==> src/rtl/instr_fetch.sv <==
// Instruction fetch stage: drives the PC register, issues single-outstanding
// word fetches to instruction memory and buffers results in a 2-entry queue.
module instr_fetch #(
    parameter int WIDTH   = 32,
    parameter int INSTR_W = 32
) (
    input  logic               clk,
    input  logic               rst,
    input  logic [WIDTH-1:0]   pc_q,
    output logic               pc_en,
    output logic [WIDTH-1:0]   pc_d,
    input  logic               redirect_valid,
    input  logic [WIDTH-1:0]   redirect_target,
    output logic               imem_req,
    output logic [WIDTH-1:0]   imem_addr,
    input  logic               imem_gnt,
    input  logic               imem_rvalid,
    input  logic [INSTR_W-1:0] imem_rdata,
    output logic               id_valid,
    input  logic               id_ready,
    output logic [INSTR_W-1:0] id_instr,
    output logic [WIDTH-1:0]   id_pc
);

    typedef enum logic [1:0] {ISSUE, WAIT, DRAIN} state_t;

    state_t             state;
    state_t             state_next;
    logic [1:0]         count;
    logic               wr_ptr;
    logic               rd_ptr;
    logic [INSTR_W-1:0] q_instr [2];
    logic [WIDTH-1:0]   q_pc [2];
    logic [WIDTH-1:0]   pend_pc;
    logic               grant;
    logic               push;
    logic               pop;

    always_ff @(posedge clk) begin
        if (!rst) begin
            state <= ISSUE;
        end else begin
            state <= state_next;
        end
    end

    // A redirect only changes where we go when a response is still owed:
    // that response must be drained before the next request.
    always_comb begin
        state_next = state;
        case (state)
            ISSUE: begin
                if (grant) begin
                    state_next = redirect_valid ? DRAIN : WAIT;
                end
            end
            WAIT: begin
                if (imem_rvalid) begin
                    state_next = ISSUE;
                end else if (redirect_valid) begin
                    state_next = DRAIN;
                end
            end
            DRAIN: begin
                if (imem_rvalid) begin
                    state_next = ISSUE;
                end
            end
            default: state_next = ISSUE;
        endcase
    end

    always_comb begin
        imem_req = rst && (state == ISSUE) && (count < 2'd2);
        grant    = imem_req && imem_gnt;
        pc_en    = 1'b0;
        pc_d     = '0;
        if (rst) begin
            if (redirect_valid) begin
                pc_en = 1'b1;
                pc_d  = redirect_target;
            end else if (grant) begin
                pc_en = 1'b1;
                pc_d  = pc_q + WIDTH'(4);
            end
        end
        push = rst && (state == WAIT) && imem_rvalid && !redirect_valid;
        pop  = id_valid && id_ready && !redirect_valid;
    end

    assign imem_addr = {pc_q[WIDTH-1:2], 2'b00};

    always_ff @(posedge clk) begin
        if (!rst) begin
            pend_pc <= '0;
        end else if (grant) begin
            pend_pc <= pc_q;
        end
    end

    always_ff @(posedge clk) begin
        if (!rst || redirect_valid) begin
            count  <= 2'd0;
            wr_ptr <= 1'b0;
            rd_ptr <= 1'b0;
        end else begin
            if (push) begin
                wr_ptr <= ~wr_ptr;
            end
            if (pop) begin
                rd_ptr <= ~rd_ptr;
            end
            case ({push, pop})
                2'b10:   count <= count + 2'd1;
                2'b01:   count <= count - 2'd1;
                default: count <= count;
            endcase
        end
    end

    always_ff @(posedge clk) begin
        if (push) begin
            q_instr[wr_ptr] <= imem_rdata;
            q_pc[wr_ptr]    <= pend_pc;
        end
    end

    // Head is masked when empty so stale entries never leak to decode.
    assign id_valid = (count != 2'd0);
    assign id_instr = id_valid ? q_instr[rd_ptr] : '0;
    assign id_pc    = id_valid ? q_pc[rd_ptr] : '0;

endmodule

==> config.mk <==
export PLATFORM = sky130hd
export DESIGN_NAME = instr_fetch
export DESIGN_NICKNAME = d
export VERILOG_FILES = /design/src/rtl/instr_fetch.sv
export SDC_FILE = /design/constraint.sdc
export NUM_CORES = 1
export LEC_CHECK = 0
export CAP_MARGIN = 40
export CORE_MARGIN = 5
export CORE_UTILIZATION = 44
export CTS_BUF_LIST = sky130_fd_sc_hd__clkbuf_4
export DETAILED_ROUTE_END_ITERATION = 7
export PLACE_DENSITY = 0.79
export SYNTH_ARGS = -nofsm -noshare
export SYNTH_HDL_FRONTEND = slang
export SYNTH_SLANG_ARGS = --single-unit
==> constraint.sdc <==
create_clock -name clk -period 5 [get_ports clk]
set_input_delay 1 -clock clk [delete_from_list [all_inputs] [get_ports clk]]
set_output_delay 1 -clock clk [all_outputs]
set_load 0.02 [all_outputs]
==> results by group <==
Outcome
  • Outcome: finished, final reports clean

Drt
  • Drt first pass iters: 4
  • DR WL met3: 1330 um
  • Initial DRC Count: 152
  • DRC Markers: 0
  • Detail Route Antenna Nets: 0
  • Post-Route WL: 18100 um
  • Max Used Layer: met4
  • WL per Instance: 16.8 um
  • Vias per cell: 4.93
  • Post-Route M1 WL: 7610 um
  • Met2 WL: between 8000 and 9000 um
  • Routed vias: 5326

Finish
  • Total of fill cells in the finished design: 1395
  • Final nets: 950
  • Final std cells w/o fill: 1080
  • Layout cells sized above 1: 7.10%
  • Area growth, synth to finish: 35.4%

Setup path
  • Startpoint Class: primary input
  • FF-to-FF End: count[1]
  • Reg2Reg Setup Slack: approximately 2.7 ns
  • Critical path peak fanout: 5
  • Max incr delay on CP: 0.62 ns
  • CP Cell Sequence: clkdlybuf4s50_1 > ha_1 > and4_1 > and4_1 > nand4_1 > xor2_1 > o21ai_1 > clkdlybuf4s50_1
  • Data arrival time of the critical path: 3.50 ns
  • R2R cell count: 9
  • Crit path capture type: output port
  • Setup CP Type: in -> out
  • Reg-to-Reg Start: count[1]
  • Required @ worst endpoint: roughly 4 ns
  • Slowest CP cell: clkdlybuf4s50_1

Yosys
  • Seq/Total Area, Yosys: 61.3%
  • #FFs+latches synth: 167
  • Mapped Cells: 646
  • Post-Syn Area: around 7500 um2
  • Cell variety after synth: 40
  • Avg Cell Area, Syn: 11.7 um2
  • Synth Warn #: 0

Power
  • Static leakage: 3.27 nW
  • Pint: about 2.1 mW
  • Reg power frac: 57.3%
  • Comb power frac: 11.0%
  • Pwr/cell area: around 260 nW/um2
  • Psw: 0.588 mW
  • Clk pwr share: 31.7%
  • Net Sw Frac: between 20% and 30%
  • VDD IR max: 0.195 mV

Global route
  • Vias in the first global route: roughly 5.5k
  • Largest net degree at the start of global routing: 65
  • First-pass GRT wire length: 28300 um
  • Total Routing Usage GR: 18.1%
  • Total gr overflow: 0
  • Initial antenna violation count: 1

Floorplan
  • FP Rows: 47
  • Core Area: roughly 17000 um2
  • I/O pin count: around 230
  • Die width: about 140 um
  • Die area: just under 20000 um2
  • Die Ht: 141 um
  • Starting density of the core: 45.1%

STA
  • Final Hold Vio Count: 0
  • Final setup fails: 0
  • Period minus WS final: ~4.5 ns
  • RSZ-0062 raised after global routing: no
  • Slew headroom: 42.2%
  • Fmax: about 220 MHz
  • Slew Viols, Final: 0
  • Period utilization: 90.0%
  • Worst slew pin tran: 0.867 ns
  • Sum Neg Setup Slack: 0 ns
  • Post-Route Skew: 0.0118 ns

Placed design
  • Final Wtd Congestion: 0.852
  • Placed insts: 1047
  • Input/output buffers: 230
  • Hpwl dp: 13300 um

Clock network
  • CTS Buf Count: 17
  • CTS clk-pin slew, worst paths: 0.14 ns
  • # Post-CTS Setup Buffers: 0
  • Longest Clk Path Bufs: 2
  • CTS tree: built
  • Post-cts sizing count: 0
  • CTS root buf: clkbuf_4
  • Clk Latency, worst-skew pair: 0.54 ns
  • H-Tree Depth: 4
  • Clock Sinks: 167
  • # hold bufs at CTS: 0

Job
  • Max cap viols: 0

Worst hold path
  • Hold crit path type: reg -> reg
  • Hold_sp: pend_pc[28]
  • Hold Path Stages: 0
  • Hold EP: q_pc[0][28]
Yosys cell counts (all sizes together):
| cell type | instances | area, um2 |
|---|---|---|
| xnor2 | 16 | 140 |
| or3 | 1 | 6.26 |
| mux2i | 64 | 641 |
| nand2b | 3 | 18.8 |
| nand3 | 12 | 72.6 |
| o21ai | 31 | 166 |
| nand2 | 105 | 394 |
| clkbuf | 15 | 57.6 |
| dfxtp | 39 | 781 |
| inv | 6 | 22.5 |
| ha | 2 | 25.0 |
| and2 | 5 | 31.3 |
| a21oi | 4 | 20.0 |
| buf | 51 | 343 |
| conb | 1 | 3.75 |
| o21a | 1 | 7.51 |
| nor4 | 3 | 25.0 |
| nand4 | 8 | 80.1 |
| nor3 | 11 | 55.1 |
| xor2 | 16 | 140 |
| nor4b | 1 | 23.8 |
| a21boi | 32 | 240 |
| edfxtp | 128 | 3840 |
| and3 | 2 | 12.5 |
| nor2 | 78 | 293 |
| nor3b | 2 | 15.0 |
| nor2b | 2 | 12.5 |
| and4 | 7 | 67.6 |
sequential cells by signal, indices dropped and copies added (netlist names), named ones only:
| name | flops |
|---|---|
| count | 2 |
| pend_pc | 32 |
| q_instr | 64 |
| q_pc | 64 |
| rd_ptr | 1 |
| state | 2 |
| wr_ptr | 1 |
worst max-delay path, delay by kind of cell:
family	cells	cell delay [ns]
AO/OA/AOI/OAI	1	0.12
XOR/XNOR	1	0.16
adder cells (fa/ha/maj)	1	0.34
buffers and inverters	2	1.17
AND/OR/NAND/NOR	3	0.69
through the flow:
stage	total power [mW]	util (%)	hold slack (ns)	area (um2)	setup slack, ns
2_1_floorplan	1.67	-	0.425	7540	0.281
3_3_place_gp	1.83	59.0	0.430	9850	0.521
3_5_place_dp	1.84	59.2	0.439	9890	0.500
4_1_cts	2.67	61.1	0.465	10200	0.492
5_1_grt	2.76	61.1	0.483	10200	0.355
6_report	2.64	61.1	0.463	10200	0.501
power groups by stage:
stage          sequential [mW]  clock (mW)  combinational (mW)
2_1_floorplan             1.54           0               0.130
3_3_place_gp              1.54           0               0.288
3_5_place_dp              1.55           0               0.290
4_1_cts                   1.51       0.867               0.292
5_1_grt                   1.52       0.930               0.310
6_report                  1.51       0.837               0.289
cell type report:
type	instances	area [um2]	share of cell area, %
sequential	167	4630	45.3
multi-input combinational	408	2520	24.7
timing repair buffer	246	2450	24.0
tap	220	275	2.70
clock inverter	14	181	1.78
clock buffer	18	135	1.32
inverter	6	22.5	0.221
antenna	1	2.50	0.0245
metal layers:
| metal | track usage, % | vias to the layer above |
|---|---|---|
| met5 | 0 | - |
| met4 | 5.00 | 0 |
| met3 | 5.72 | 18 |
| met2 | 31.0 | 203 |
| met1 | 22.2 | 2474 |
| li1 | - | 2631 |
worst max-delay path by stage:
stage	cells after the start	slack, ns	start	end
after CTS	8	0.49	pc_q[2]	pc_d[22]
after detailed placement	8	0.50	pc_q[2]	pc_d[22]
final	8	0.50	pc_q[2]	pc_d[22]
after global placement	8	0.52	pc_q[2]	pc_d[22]
after global routing	8	0.36	pc_q[3]	pc_d[22]
after floorplan	5	0.28	redirect_valid	q_instr[0][0]
cells in the final DEF, fill, tap and decap left out, types with 7 or more instances in the layout:
master and n:
edfxtp_1 128, xnor2_1 16, a21boi_0 25, clkdlybuf4s50_1 230, nor2_1 75, o21ai_0 11
buf_4 14, nand2_1 105, clkbuf_4 18, a21boi_1 7, nor3_1 11, o21ai_1 17
nand3_1 11, dfxtp_1 38, mux2i_1 64, xor2_1 16
logic make-up after synthesis:
logic type                 synth area share [%]
AOI/OAI and AO/OA                          5.76
DFF                                        61.3
and+or+nand+nor                            14.7
adders and majority gates                 0.332
other                                    0.0497
buffers and inverters                      5.61
muxes                                      8.50
xor gates and xnor gates                   3.72
No activity file was read; power rests on OpenSTA's default activity.
